## src/rtl/asteroids_pkg.sv

```systemverilog
// Shared constants and types for the asteroids datapath: screen geometry,
// coordinate widths, colours and the bullet tracker state encoding.
package asteroids_pkg;

    localparam int X_W = 8;
    localparam int Y_W = 7;

    localparam logic [X_W-1:0] SCREEN_W = 8'd160;
    localparam logic [Y_W-1:0] SCREEN_H = 7'd120;

    localparam int HIT_W = 8;
    localparam int HIT_H = 8;

    localparam logic [2:0] BULLET_COLOUR = 3'b111;
    localparam logic [2:0] BG_COLOUR     = 3'b000;

    typedef enum logic [1:0] {
        BT_IDLE  = 2'd0,
        BT_ERASE = 2'd1,
        BT_DRAW  = 2'd2,
        BT_HIT   = 2'd3
    } bt_state_t;

endpackage

```

## src/rtl/bbox_hit.sv

```systemverilog
// Combinational point-in-box test. Box end coordinates are formed one bit
// wider than the inputs so boxes touching the far edge never wrap.
module bbox_hit #(
    parameter int XW    = 8,
    parameter int YW    = 7,
    parameter int BOX_W = 8,
    parameter int BOX_H = 8
) (
    input  logic [XW-1:0] px,
    input  logic [YW-1:0] py,
    input  logic [XW-1:0] box_x,
    input  logic [YW-1:0] box_y,
    input  logic          enable,
    output logic          hit
);

    logic [XW:0] x_end;
    logic [YW:0] y_end;
    logic        in_x;
    logic        in_y;

    always_comb begin
        x_end = {1'b0, box_x} + (XW+1)'(BOX_W);
        y_end = {1'b0, box_y} + (YW+1)'(BOX_H);
        in_x  = (px >= box_x) && ({1'b0, px} < x_end);
        in_y  = (py >= box_y) && ({1'b0, py} < y_end);
        hit   = enable && in_x && in_y;
    end

endmodule

```

## src/rtl/bullet_tracker.sv

```systemverilog
// Turns the bullet position stream into erase/draw pixel writes on the shared
// VGA port and reports hits against the live asteroid's bounding box.
module bullet_tracker
    import asteroids_pkg::*;
(
    input  logic           clk,
    input  logic           resetn,
    input  logic [X_W-1:0] bullet_x,
    input  logic [Y_W-1:0] bullet_y,
    input  logic           bullet_plot,
    input  logic           bullet_firing,
    input  logic [X_W-1:0] target_x,
    input  logic [Y_W-1:0] target_y,
    input  logic           target_alive,
    input  logic           bus_grant,
    output logic [X_W-1:0] vga_x,
    output logic [Y_W-1:0] vga_y,
    output logic [2:0]     vga_colour,
    output logic           vga_plot,
    output logic           collision,
    output logic           hit_pulse,
    output bt_state_t      state_dbg
);

    bt_state_t      state_q, state_d;
    logic [X_W-1:0] last_x_q, last_x_d;
    logic [Y_W-1:0] last_y_q, last_y_d;
    logic [X_W-1:0] pend_x_q, pend_x_d;
    logic [Y_W-1:0] pend_y_q, pend_y_d;
    logic           drawn_q, drawn_d;
    logic           pend_valid_q, pend_valid_d;
    logic           hit_pend_q, hit_pend_d;
    logic           hit_pulse_q, hit_pulse_d;

    logic           new_hit;
    logic           on_screen;
    logic           moved;

    bbox_hit #(
        .XW    (X_W),
        .YW    (Y_W),
        .BOX_W (HIT_W),
        .BOX_H (HIT_H)
    ) u_bbox_hit (
        .px     (bullet_x),
        .py     (bullet_y),
        .box_x  (target_x),
        .box_y  (target_y),
        .enable (target_alive),
        .hit    (new_hit)
    );

    always_comb begin
        state_d      = state_q;
        last_x_d     = last_x_q;
        last_y_d     = last_y_q;
        pend_x_d     = pend_x_q;
        pend_y_d     = pend_y_q;
        drawn_d      = drawn_q;
        pend_valid_d = pend_valid_q;
        hit_pend_d   = hit_pend_q;
        hit_pulse_d  = 1'b0;

        on_screen = (bullet_x < SCREEN_W) && (bullet_y < SCREEN_H);
        moved     = !drawn_q || (bullet_x != last_x_q) || (bullet_y != last_y_q);

        case (state_q)
            BT_IDLE: begin
                // Ceasing fire takes priority over any simultaneous move.
                if (drawn_q && !bullet_firing) begin
                    state_d      = BT_ERASE;
                    pend_valid_d = 1'b0;
                    hit_pend_d   = 1'b0;
                end else if (bullet_firing && bullet_plot && moved) begin
                    pend_x_d     = bullet_x;
                    pend_y_d     = bullet_y;
                    pend_valid_d = on_screen;
                    hit_pend_d   = new_hit;
                    if (drawn_q) begin
                        state_d = BT_ERASE;
                    end else if (new_hit) begin
                        state_d     = BT_HIT;
                        hit_pulse_d = 1'b1;
                    end else if (on_screen) begin
                        state_d = BT_DRAW;
                    end
                end
            end
            BT_ERASE: begin
                if (bus_grant) begin
                    drawn_d = 1'b0;
                    if (hit_pend_q) begin
                        state_d     = BT_HIT;
                        hit_pulse_d = 1'b1;
                    end else if (pend_valid_q) begin
                        state_d = BT_DRAW;
                    end else begin
                        state_d = BT_IDLE;
                    end
                end
            end
            BT_DRAW: begin
                if (bus_grant) begin
                    last_x_d = pend_x_q;
                    last_y_d = pend_y_q;
                    drawn_d  = 1'b1;
                    state_d  = BT_IDLE;
                end
            end
            BT_HIT: begin
                hit_pend_d = 1'b0;
                if (!bullet_firing) begin
                    state_d = BT_IDLE;
                end
            end
            default: state_d = BT_IDLE;
        endcase
    end

    always_ff @(posedge clk or negedge resetn) begin
        if (!resetn) begin
            state_q      <= BT_IDLE;
            last_x_q     <= '0;
            last_y_q     <= '0;
            pend_x_q     <= '0;
            pend_y_q     <= '0;
            drawn_q      <= 1'b0;
            pend_valid_q <= 1'b0;
            hit_pend_q   <= 1'b0;
            hit_pulse_q  <= 1'b0;
        end else begin
            state_q      <= state_d;
            last_x_q     <= last_x_d;
            last_y_q     <= last_y_d;
            pend_x_q     <= pend_x_d;
            pend_y_q     <= pend_y_d;
            drawn_q      <= drawn_d;
            pend_valid_q <= pend_valid_d;
            hit_pend_q   <= hit_pend_d;
            hit_pulse_q  <= hit_pulse_d;
        end
    end

    // Outputs decode only flopped state, so they hold steady while stalled.
    always_comb begin
        vga_plot   = 1'b0;
        vga_x      = '0;
        vga_y      = '0;
        vga_colour = BG_COLOUR;
        if (state_q == BT_ERASE) begin
            vga_plot   = 1'b1;
            vga_x      = last_x_q;
            vga_y      = last_y_q;
            vga_colour = BG_COLOUR;
        end else if (state_q == BT_DRAW) begin
            vga_plot   = 1'b1;
            vga_x      = pend_x_q;
            vga_y      = pend_y_q;
            vga_colour = BULLET_COLOUR;
        end
        collision = (state_q == BT_HIT);
        hit_pulse = hit_pulse_q;
        state_dbg = state_q;
    end

endmodule

```

## config.mk

```make
export PLATFORM = sky130hd
export DESIGN_NAME = bullet_tracker
export DESIGN_NICKNAME = d
export VERILOG_FILES = /design/src/rtl/asteroids_pkg.sv /design/src/rtl/bbox_hit.sv /design/src/rtl/bullet_tracker.sv
export SDC_FILE = /design/constraint.sdc
export NUM_CORES = 1
export LEC_CHECK = 0
export ABC_AREA = 1
export CORE_MARGIN = 2
export CORE_UTILIZATION = 52
export CTS_CLUSTER_SIZE = 16
export DETAILED_ROUTE_END_ITERATION = 16
export GPL_TIMING_DRIVEN = 0
export HOLD_SLACK_MARGIN = 0.02
export PLACE_DENSITY = 0.91
export SYNTH_ARGS = -nofsm -noshare
export SYNTH_HDL_FRONTEND = slang
export SYNTH_SLANG_ARGS = --single-unit
```

## constraint.sdc

```tcl
create_clock -name clk -period 2.2 [get_ports clk]
set_clock_uncertainty 0.2 [all_clocks]
set_input_delay 0.55 -clock clk [delete_from_list [all_inputs] [get_ports clk]]
set_output_delay 0.55 -clock clk [all_outputs]
set_load 0.03 [all_outputs]
```

---- Yosys cells after proc, flatten, opt, wreduce, memory -nomap -nowiden ----
Index checks and enable logic that the tools add are counted.
storage, ports and cells
  bits in registers ....................... 36
  latch bits .............................. 0
  memory bits (writable) .................. 0
  memory bits (read-only) ................. 0
  input port bits ......................... 36
  output and inout bits ................... 23
  logic and storage cells ................. 84
  memories kept ........................... 0
operators by class
  add/sub/neg operators ................... 2
  $mul .................................... 0
  div/mod/pow operators ................... 0
  magnitude comparators ................... 6
  eq/ne operators ......................... 10
  shift-type cells ........................ 0
  multiplexer cells ....................... 34
  bitwise logic cells ..................... 1
  reductions and logical operators ........ 22
operator list
  operator             number
  $mux 2               10
  $mux 8               2
  $mux 1               14
  $mux 7               2
  $add 8x4->9 const B  1
  $lt 8x9->1           1
  $add 7x4->8 const B  1
  $ge 8x8->1           1
  $logic_and 1x1->1    8
  $lt 7x8->1           1
  $lt 8x8->1 const B   1
  $ne 8x8->1           1
  $pmux 2 s4           1
  $ge 7x7->1           1
  $lt 7x7->1 const B   1
  $ne 7x7->1           1
  $mux 3               2
  $ne 2x2->1 const B   3
  $pmux 1 s2           3
  $reduce_and 2->1     3
  $reduce_and 3->1     2
  $reduce_bool 2->1    3
  $ne 5x5->1 const B   1
  $reduce_and 5->1     1
  other kinds (7)      10

---- Depth between registers and ports, before layout ----
Gate-level depths: netlist (run 1).
  depth after elaboration ................. 10
  depth in mapped cells ................... 16

---- Modules after synthesis ----
A second synthesis (run 1) with hierarchy kept.
unflattened totals
  cell total of the unflattened synthesis .. 403
  area total of the unflattened synthesis .. 2,879.0 um^2
modules (own cells, without submodules)
  module          instances  cells an instance  area an instance (um^2)
  bullet_tracker  1          279                2,092.0
  bbox_hit        1          124                787.0

---- Least setup slack after synthesis (run 1) ----
OpenSTA, ideal clock, no wires.
  kind .................................... flip-flop to output port
  start ................................... register state_q[1], in the netlist state_dbg[1]
  end ..................................... output port vga_x[3]
  data arrival time ....................... 1.906 ns
  data required time ...................... 1.450 ns
  slack ................................... -0.456 ns
  cell stages (with the launch flop) ...... 7
  cell sequence ........................... dfrtp_1 -> inv_1 -> ha_1 -> clkbuf_1 -> inv_1 -> nand2_1 -> o21ai_0
between the ends
  word-level cells in the longest chain between the ends .. 3
ends and longest elaborated chain
  item                    RTL line               RTL
  from (decl)             bullet_tracker.sv:25   bt_state_t state_q, state_d;
  from (signal assigned)  bullet_tracker.sv:132  state_q <= state_d;
  $eq 2x2->1              bullet_tracker.sv:155  end else if (state_q == BT_DRAW) begin
  $mux 8                  bullet_tracker.sv:155
  $mux 8 (*)              bullet_tracker.sv:150  if (state_q == BT_ERASE) begin
  to (decl)               bullet_tracker.sv:16   output logic [X_W-1:0] vga_x,
Mark *: on every way between the ends. The rest lies on a longest branch, timed or not.

---- Final worst setup path (run 1) ----
  start ................................... register state_q[1], in the netlist state_dbg[1]
  end ..................................... output port vga_x[2]
Same word-level chain as after synthesis.

==> results of run 1 <==
[cells in the mapped netlist (all sizes together)]
master	count
xor2	4
o21bai	1
nand2	95
nand3b	2
nor2	20
xnor2	4
clkbuf	5
dfrtp	36
inv	64
buf	7
o21a	3
ha	30
nor3	1
a21oi	11
o22ai	14
o211ai	1
o21ai	48
nand3	18
o31ai	1
a21boi	1
nand4	6
[per-layer routing]
| metal | wire (microns) | part of all wire |
|---|---|---|
| met5 | 0 | 0 |
| met4 | 661 | 0.065 |
| met3 | 846 | 0.083 |
| met2 | 5124 | 0.50 |
| met1 | 3551 | 0.35 |
[registers in the layout, indices dropped and copies added, names as in the netlist]
name	cells
hit_pend_q	1
last_x_q	8
drawn_q	1
pend_y_q	7
last_y_q	7
state_dbg	2
pend_x_q	8
pend_valid_q	1
hit_pulse	1
[cells by family (layout without fill, tap and decap cells)]
family	count (synthesis)	count (layout)	synth area share
AND/OR/NAND/NOR	142	142	0.2199
AO/OA/AOI/OAI	80	80	0.1788
buffers and inverters	76	159	0.1156
flip-flops	36	36	0.3251
adder cells (fa/ha/maj)	30	30	0.1354
XOR/XNOR	8	8	0.02528
[worst paths after layout]
kind	start	slack, ns	cells after the start	end
worst max-delay path	state_dbg[1]	-0.21	7	vga_x[2]
worst min-delay path	resetn	0.13	1	pend_x_q[5]
worst max register to register	state_dbg[1]	0.03	6	last_x_q[1]
worst min register to register	last_y_q[6]	0.29	2	last_y_q[6]
max in group asynchronous	resetn	1.09	1	state_dbg[0]
min in group clk	last_y_q[6]	0.29	2	last_y_q[6]
[report_power, final]
part / switching, mW / total (mW) / internal (mW) / leakage, nW
Combinational: 1.85 / 3.09 / 1.24 / 1.51
Sequential: 0.176 / 1.12 / 0.947 / 0.454
Clock: 0.281 / 0.531 / 0.251 / 0.0510
[critical path: cells and delay by family, from the launching register on]
family / cells / cell delay [ns]
buf+inv: 5 / 0.60
fa+ha+maj: 1 / 0.13
flops: 1 / 0.43
compound gates: 1 / 0.19
[layout make-up]
cell class	count	area, sq um	share of cell area
Buffer	12	127.6	0.03006
Clock buffer	6	82.58	0.01945
Clock inverter	2	10.01	0.002358
Inverter	64	252.7	0.05953
Multi-Input combinational cell	260	2056	0.4842
Sequential cell	36	903.4	0.2128
Tap cell	70	87.58	0.02063
Timing Repair Buffer	75	725.7	0.1709
[through the flow]
stage	hold WS, ns	TNS, ns	util	std cells
floorplan	0.05441	0	-	372
global placement	0.2666	-30.45	0.7101	500
detailed placement	0.2738	-16.81	0.7091	500
CTS	0.1566	-2.224	0.7868	517
global route	0.1918	-4.268	0.8259	525
finish	0.1304	-2.836	0.8259	525
[repair_timing]
action | in CTS | in global routing
gates cloned | 2 | 0
pin swaps | 29 | 18
setup endpoints to repair | 39 | 21
resized for setup | 217 | 47
hold endpoints to repair | 0 | 0
setup buffers | 7 | 9
==> metrics.md, run 1 <==
| Metric | Value |
|---|---|
| Outcome | finished, violations left |
| Violations in the final reports | negative setup slack |
| Flip-flop and latch count after synthesis | 36 |
| Antenna Nets Post-Route | 0 |
| Clock Root Buffer | clkbuf_8 |
| Post-placement setup slack | -0.8839 ns |
| Total Routing Usage GR | 0.3288 |
| Met2 Usage GRT | 0.5816 |
| Share of cells above drive strength 1 | 0.3231 |
| Row count | 26 |
| Per-cell routed wire length | 19.40 microns |
| Overall die height | 77.01 microns |
| Total grt overflow | 0 |
| Global-route track usage on met3 | 0.05882 |
| Post-placement cell area | 3645 sq um |
| Antenna violations before repair | 0 |
| Post-Synthesis Cell Area | 2771 sq um |
| Largest net degree at the start of global routing | 37 |
| Synth-to-Final Area Change | 53.18% |
| Clock sinks | 36 |
| Slew at the pin closest to its max-slew limit | 0.8347 ns |
| Pleak | 2.017 nW |
| Type of the worst setup path | reg2out |
| Antenna diodes | 0 |
| Initial Util | 0.5392 |
| Vias in the first global route | 3214 |
| Syn avg cell area | 7.450 sq um |
| Clock Path Buffers | 2 |
| Detail-routed via count per cell | 6.080 |
| Slew HR | 0.4436 |
| Die ar. | 5930 sq um |
| Design Power | 4.742 mW |
| Required time of the critical path | 1.45 ns |
| Total CTS buffers | 5 |
| Met1 Usage GRT | 0.3639 |
| First-pass DRT Iterations | 5 |
| Most frequent standard cell in the layout excluding fill and tap cells | nand2_1 |
| Chip width | 77.01 microns |
| Achievable Freq | 0.4152 GHz |
| Maximum level of the CTS H-tree | 2 |
| Final Max Tran Viols | 0 |
| Max rail drop VDD | 0.6103 mV |
| Design Area, Final | 4245 sq um |
| Largest stage delay, worst path | 0.43 ns |
| Number of buffers inserted by hold repair at cts | 0 |
| CP max-delay cell | dfrtp_2 |
| Area of the core | 5140 sq um |
| # port buffers | 58 |
| Worst-path fanout max | 5 |
| I/O pin count | 59 |
| GRT Max-Usage Layer | met2 |
| Top library cells by usage in the layout, fill and taps aside | 85 x nand2_1, 56 x inv_1, 34 x dfrtp_1 |
| Number of maximum-capacitance constraint violations | 0 |
| Pwr Density | 1117 nW/um^2 |
| Min setup slack post-route | -0.2087 ns |
| CP Cell Sequence | inv_2, ha_4, buf_8, clkinv_8, clkbuf_16, o22ai_4, buf_6 |
| Top cells by area, synth | dfrtp_1 33%, ha_1 14%, nand2_1 13% |
| Sequential fraction of the synthesis area | 0.3251 |
| Syn_nets | 438 |
| Largest area contributor in the synthesized netlist | dfrtp_1 |
| Clock slew at reported path FFs | 0.08 ns |
| Post-synthesis instance total | 372 |
| Filler Cells Inserted | 283 |
| Post-route minimum period | 2.409 ns |
| CP startpoint kind | flip-flop |
| Top-area cell type share of the netlist area | 0.3251 |
| Count of distinct cell types in the synthesized netlist | 31 |
| Worst Setup End Kind | primary output |
| Routed wire length | 10.18 mm |
| Number of synthesis warnings | 0 |
| Number of nets at the end of the flow | 520 |
| CP Data Arrival Time | 1.66 ns |
| Clock latency at the later pin of the worst-skew pair | 0.31 ns |
| Final estimated routing congestion in global placement | 0.8763 |
| Post-route DRC violation count | 0 |
| Post-route clock period utilization | 1.095 |
| HPWL Detailed | 5.850 mm |
| Hold Vio Cnt, Final | 0 |
| Initial DRC Count | 409 |
| Routed vias | 3192 |
| RSZ-0062 raised after global routing | true |
| Min-delay worst type | in2async |
| CTS tree | yes |
| Setup Viol. Count Final | 20 |
| First-pass GRT wire length | 15.26 mm |
Note: power is estimated with default switching activity, not from simulation.
==> run 2, diff against run 1 <==
--- a/config.mk
+++ b/config.mk
@@ -5,9 +5,8 @@
 export SDC_FILE = /design/constraint.sdc
 export NUM_CORES = 1
 export LEC_CHECK = 0
-export ABC_AREA = 1
 export CORE_MARGIN = 2
-export CORE_UTILIZATION = 52
+export CORE_UTILIZATION = 51
 export CTS_CLUSTER_SIZE = 16
 export DETAILED_ROUTE_END_ITERATION = 16
 export GPL_TIMING_DRIVEN = 0
==> metrics.md, run 2 <==
| Metric | Value |
|---|---|
| Antenna diodes | 0 (unchanged) |
| CTS tree | yes (unchanged) |
| Min setup slack post-route | -0.3166 ns (was -0.2087 ns) |
| Clock sinks | 36 (unchanged) |
| Clock latency at the later pin of the worst-skew pair | 0.29 ns (was 0.31 ns) |
| Type of the worst setup path | in2reg (was reg2out) |
| Number of synthesized flops with an enable pin | 0 (unchanged) |
| # port buffers | 58 (unchanged) |
| I/O pin count | 59 (unchanged) |
| Flip-flop and latch count after synthesis | 36 (unchanged) |
| Pleak | 1.889 nW (was 2.017 nW) |
| Share of cells above drive strength 1 | 0.5121 (was 0.3231) |
| Total Routing Usage GR | 0.2981 (was 0.3288) |
| Worst-path fanout max | 3 (was 5) |
| Count of distinct cell types in the synthesized netlist | 42 (was 31) |
| Required time of the critical path | 2.21 ns (was 1.45 ns) |
| Row count | 25 (was 26) |
| Min-delay worst type | in2async (unchanged) |
| Chip width | 74.87 microns (was 77.01 microns) |
| Largest net degree at the start of global routing | 37 (unchanged) |
| Initial Util | 0.5352 (was 0.5392) |
| Setup Viol. Count Final | 32 (was 20) |
| Share of async-settable or async-resettable flops after synthesis | 1.000 (unchanged) |
| CP max-delay cell | clkdlybuf4s50_1 (was dfrtp_2) |
| Post-route clock period utilization | 1.144 (was 1.095) |
| Total CTS buffers | 5 (unchanged) |
| Reg2reg end | state_dbg[1] (was last_x_q[1]) |
| Capture point of the worst path | state_dbg[0] (was vga_x[2]) |
| Post-route minimum period | 2.517 ns (was 2.409 ns) |
| First-pass GRT wire length | 12.35 mm (was 15.26 mm) |
| Per-cell routed wire length | 21.56 microns (was 19.40 microns) |
| Number of nets at the end of the flow | 395 (was 520) |
| Vias in the first global route | 2491 (was 3214) |
| Largest area contributor in the synthesized netlist | dfrtp_1 (unchanged) |
| Max rail drop VDD | 0.7577 mV (was 0.6103 mV) |
| Number of buffers inserted by hold repair at cts | 0 (unchanged) |
| Slack of the worst reg-to-reg path | -0.13 ns (was 0.03 ns) |
| Number of synthesis warnings | 0 (unchanged) |
| Antenna violations before repair | 0 (unchanged) |
| Number of maximum-capacitance constraint violations | 0 (unchanged) |
| Top_reg_cell synth | dfrtp_1 (unchanged) |
| Overall die height | 74.87 microns (was 77.01 microns) |
| Top library cells by usage in the layout, fill and taps aside | 34 x dfrtp_1, 25 x buf_6, 21 x buf_4 (was 85 x nand2_1, 56 x inv_1, 34 x dfrtp_1) |
| Most common cell in the synthesized netlist | dfrtp_1 (was nand2_1) |
| CP startpoint kind | input port (was flip-flop) |
| Syn_nets | 308 (was 438) |
| Violations in the final reports | negative setup slack (unchanged) |
| Largest stage delay, worst path | 0.47 ns (was 0.43 ns) |
| Post-synthesis instance total | 242 (was 372) |
| Initial DRC Count | 224 (was 409) |
| HPWL Detailed | 4.740 mm (was 5.850 mm) |
| Final Max Tran Viols | 0 (unchanged) |
| Final estimated routing congestion in global placement | 0.8532 (was 0.8763) |
| Clock Path Buffers | 2 (unchanged) |
| Most frequent standard cell in the layout excluding fill and tap cells | dfrtp_1 (was nand2_1) |
| Final core utilization | 0.8264 (was 0.8259) |
| Clock slew at reported path FFs | 0.08 ns (about the same) |
| Detail-routed via count per cell | 6.078 (was 6.080) |
| Slew HR | 0.4478 (was 0.4436) |
| Registers with the most flip-flops | last_x_q x8, pend_x_q x8 (unchanged) |
| CP Cell Sequence | clkdlybuf4s50_1, inv_2, xnor2_1, ha_1, a2111oi_4, nand4_1, a211o_1, o21ai_2 (was inv_2, ha_4, buf_8, clkinv_8, clkbuf_16, o22ai_4, buf_6) |
| Post-placement setup slack | -1.035 ns (was -0.8839 ns) |
| Antenna Nets Post-Route | 0 (unchanged) |
| Total grt overflow | 0 (unchanged) |
| Pwr Density | 1296 nW/um^2 (was 1117 nW/um^2) |
| Sequential fraction of the synthesis area | 0.3517 (was 0.3251) |
| Slew at the pin closest to its max-slew limit | 0.8283 ns (was 0.8347 ns) |
| Maximum level of the CTS H-tree | 2 (unchanged) |
| First-pass DRT Iterations | 5 (unchanged) |
| Synth-to-Final Area Change | 54.42% (was 53.18%) |
| Worst Setup End Kind | flip-flop (was primary output) |
| Top cells by area, synth | dfrtp_1 35%, ha_1 15%, mux2_2 7.0% (was dfrtp_1 33%, ha_1 14%, nand2_1 13%) |
| Post-Synthesis Cell Area | 2561 sq um (was 2771 sq um) |
| Hold Vio Cnt, Final | 0 (unchanged) |
| Launch point of the critical path | target_x[7] (was state_dbg[1]) |
| CP Data Arrival Time | 2.52 ns (was 1.66 ns) |
| Launch instance of the worst register-to-register path | state_dbg[0] (was state_dbg[1]) |
| Top cell types by occurrence after synthesis | 36 x dfrtp_1, 30 x ha_1, 20 x xnor2_1, 18 x inv_1, 16 x mux2_2 (was 94 x nand2_1, 63 x inv_1, 36 x dfrtp_1, 31 x o21ai_0, 30 x ha_1) |
| Syn avg cell area | 10.58 sq um (was 7.450 sq um) |
| RSZ-0062 raised after global routing | true (unchanged) |
| Achievable Freq | 0.3974 GHz (was 0.4152 GHz) |
| Area of the core | 4786 sq um (was 5140 sq um) |
| Routed wire length | 8.560 mm (was 10.18 mm) |
| Clock Root Buffer | clkbuf_8 (unchanged) |
| Post-route DRC violation count | 0 (unchanged) |
| Depth of the worst register-to-register path | 8 (was 6) |
| Outcome | finished, violations left (unchanged) |
| Routed vias | 2413 (was 3192) |
| Die ar. | 5605 sq um (was 5930 sq um) |
| Top-area cell type share of the netlist area | 0.3517 (was 0.3251) |
-- run 2: cell count changes after synthesis, sizes merged, moves of 6 or more --
cell,delta
nor2,-15
inv,-44
o22ai,-13
nand2,-84
mux2,+30
o21ai,-37
xnor2,+16
nand3,-10
nor2b,+6
a22o,+15
-- run 2: area by class of cell --
| cell class | count | area (sq um) |
|---|---|---|
| Buffer | 7 | 105.1 |
| Clock buffer | 8 | 90.09 |
| Inverter | 21 | 82.58 |
| Sequential cell | 36 | 903.4 |
| Timing Repair Buffer | 81 | 767.0 |
| Multi-Input combinational cell | 177 | 1923 |
| Tap cell | 67 | 83.83 |
| Fill cell | 245 | 830.8 |
-- run 2: repair_timing --
item / 4_1_cts / 5_1_grt
pin swaps: 56 / 14
gates resized for setup: 262 / 45
buffers inserted: 18 / 3
gates cloned: 3 / 0
setup endpoints to repair: 49 / 48
-- run 2: worst min path at each step --
stage / start / to / cells past startpoint / slack (ns)
finish: resetn / state_dbg[0] / 1 / 0.15
global route: resetn / pend_x_q[0] / 1 / 0.23
CTS: resetn / pend_x_q[0] / 1 / 0.18
detailed placement: pend_valid_q / pend_valid_q / 2 / 0.29
global placement: pend_valid_q / pend_valid_q / 2 / 0.28
floorplan: resetn / drawn_q / 0 / 0.05
-- run 2: routing by layer --
metal	routed length [microns]	track usage
met5	0	0
met4	287	0.09722
met3	560	0.05890
met2	4364	0.5273
met1	3348	0.3636
-- run 2: kinds of logic after synthesis --
| family | after synthesis | synth area share |
|---|---|---|
| flops | 36 | 0.3517 |
| compound gates | 50 | 0.1519 |
| fa+ha+maj | 30 | 0.1466 |
| buf+inv | 29 | 0.04836 |
| xor+xnor | 20 | 0.06839 |
| mux | 30 | 0.1319 |
| simple gates | 47 | 0.1011 |
-- run 2: report_power, final --
group	switching, mW	internal (mW)
combinational	1.54	1.71
clock	0.249	0.256
sequential	0.377	0.987
-- run 2: metrics by stage --
stage / std cells / hold WS [ns] / power, mW / setup TNS [ns] / instance area [sq um]
2_1_floorplan: 242 / 0.05441 / 2.955 / -0.3878 / 2721
3_3_place_gp: 367 / 0.2783 / 3.672 / -42.03 / 3386
3_5_place_dp: 367 / 0.2883 / 3.753 / -28.43 / 3381
4_1_cts: 396 / 0.1830 / 4.704 / -3.313 / 3861
5_1_grt: 397 / 0.2280 / 5.300 / -5.348 / 3955
6_report: 397 / 0.1501 / 5.125 / -4.355 / 3955
-- run 2: worst max-delay path, delay by kind of cell --
family,cells,cell delay (ns)
adder cells (fa/ha/maj),1,0.21
buffers and inverters,2,0.53
XOR/XNOR,1,0.12
AO/OA/AOI/OAI,3,0.88
AND/OR/NAND/NOR,1,0.23
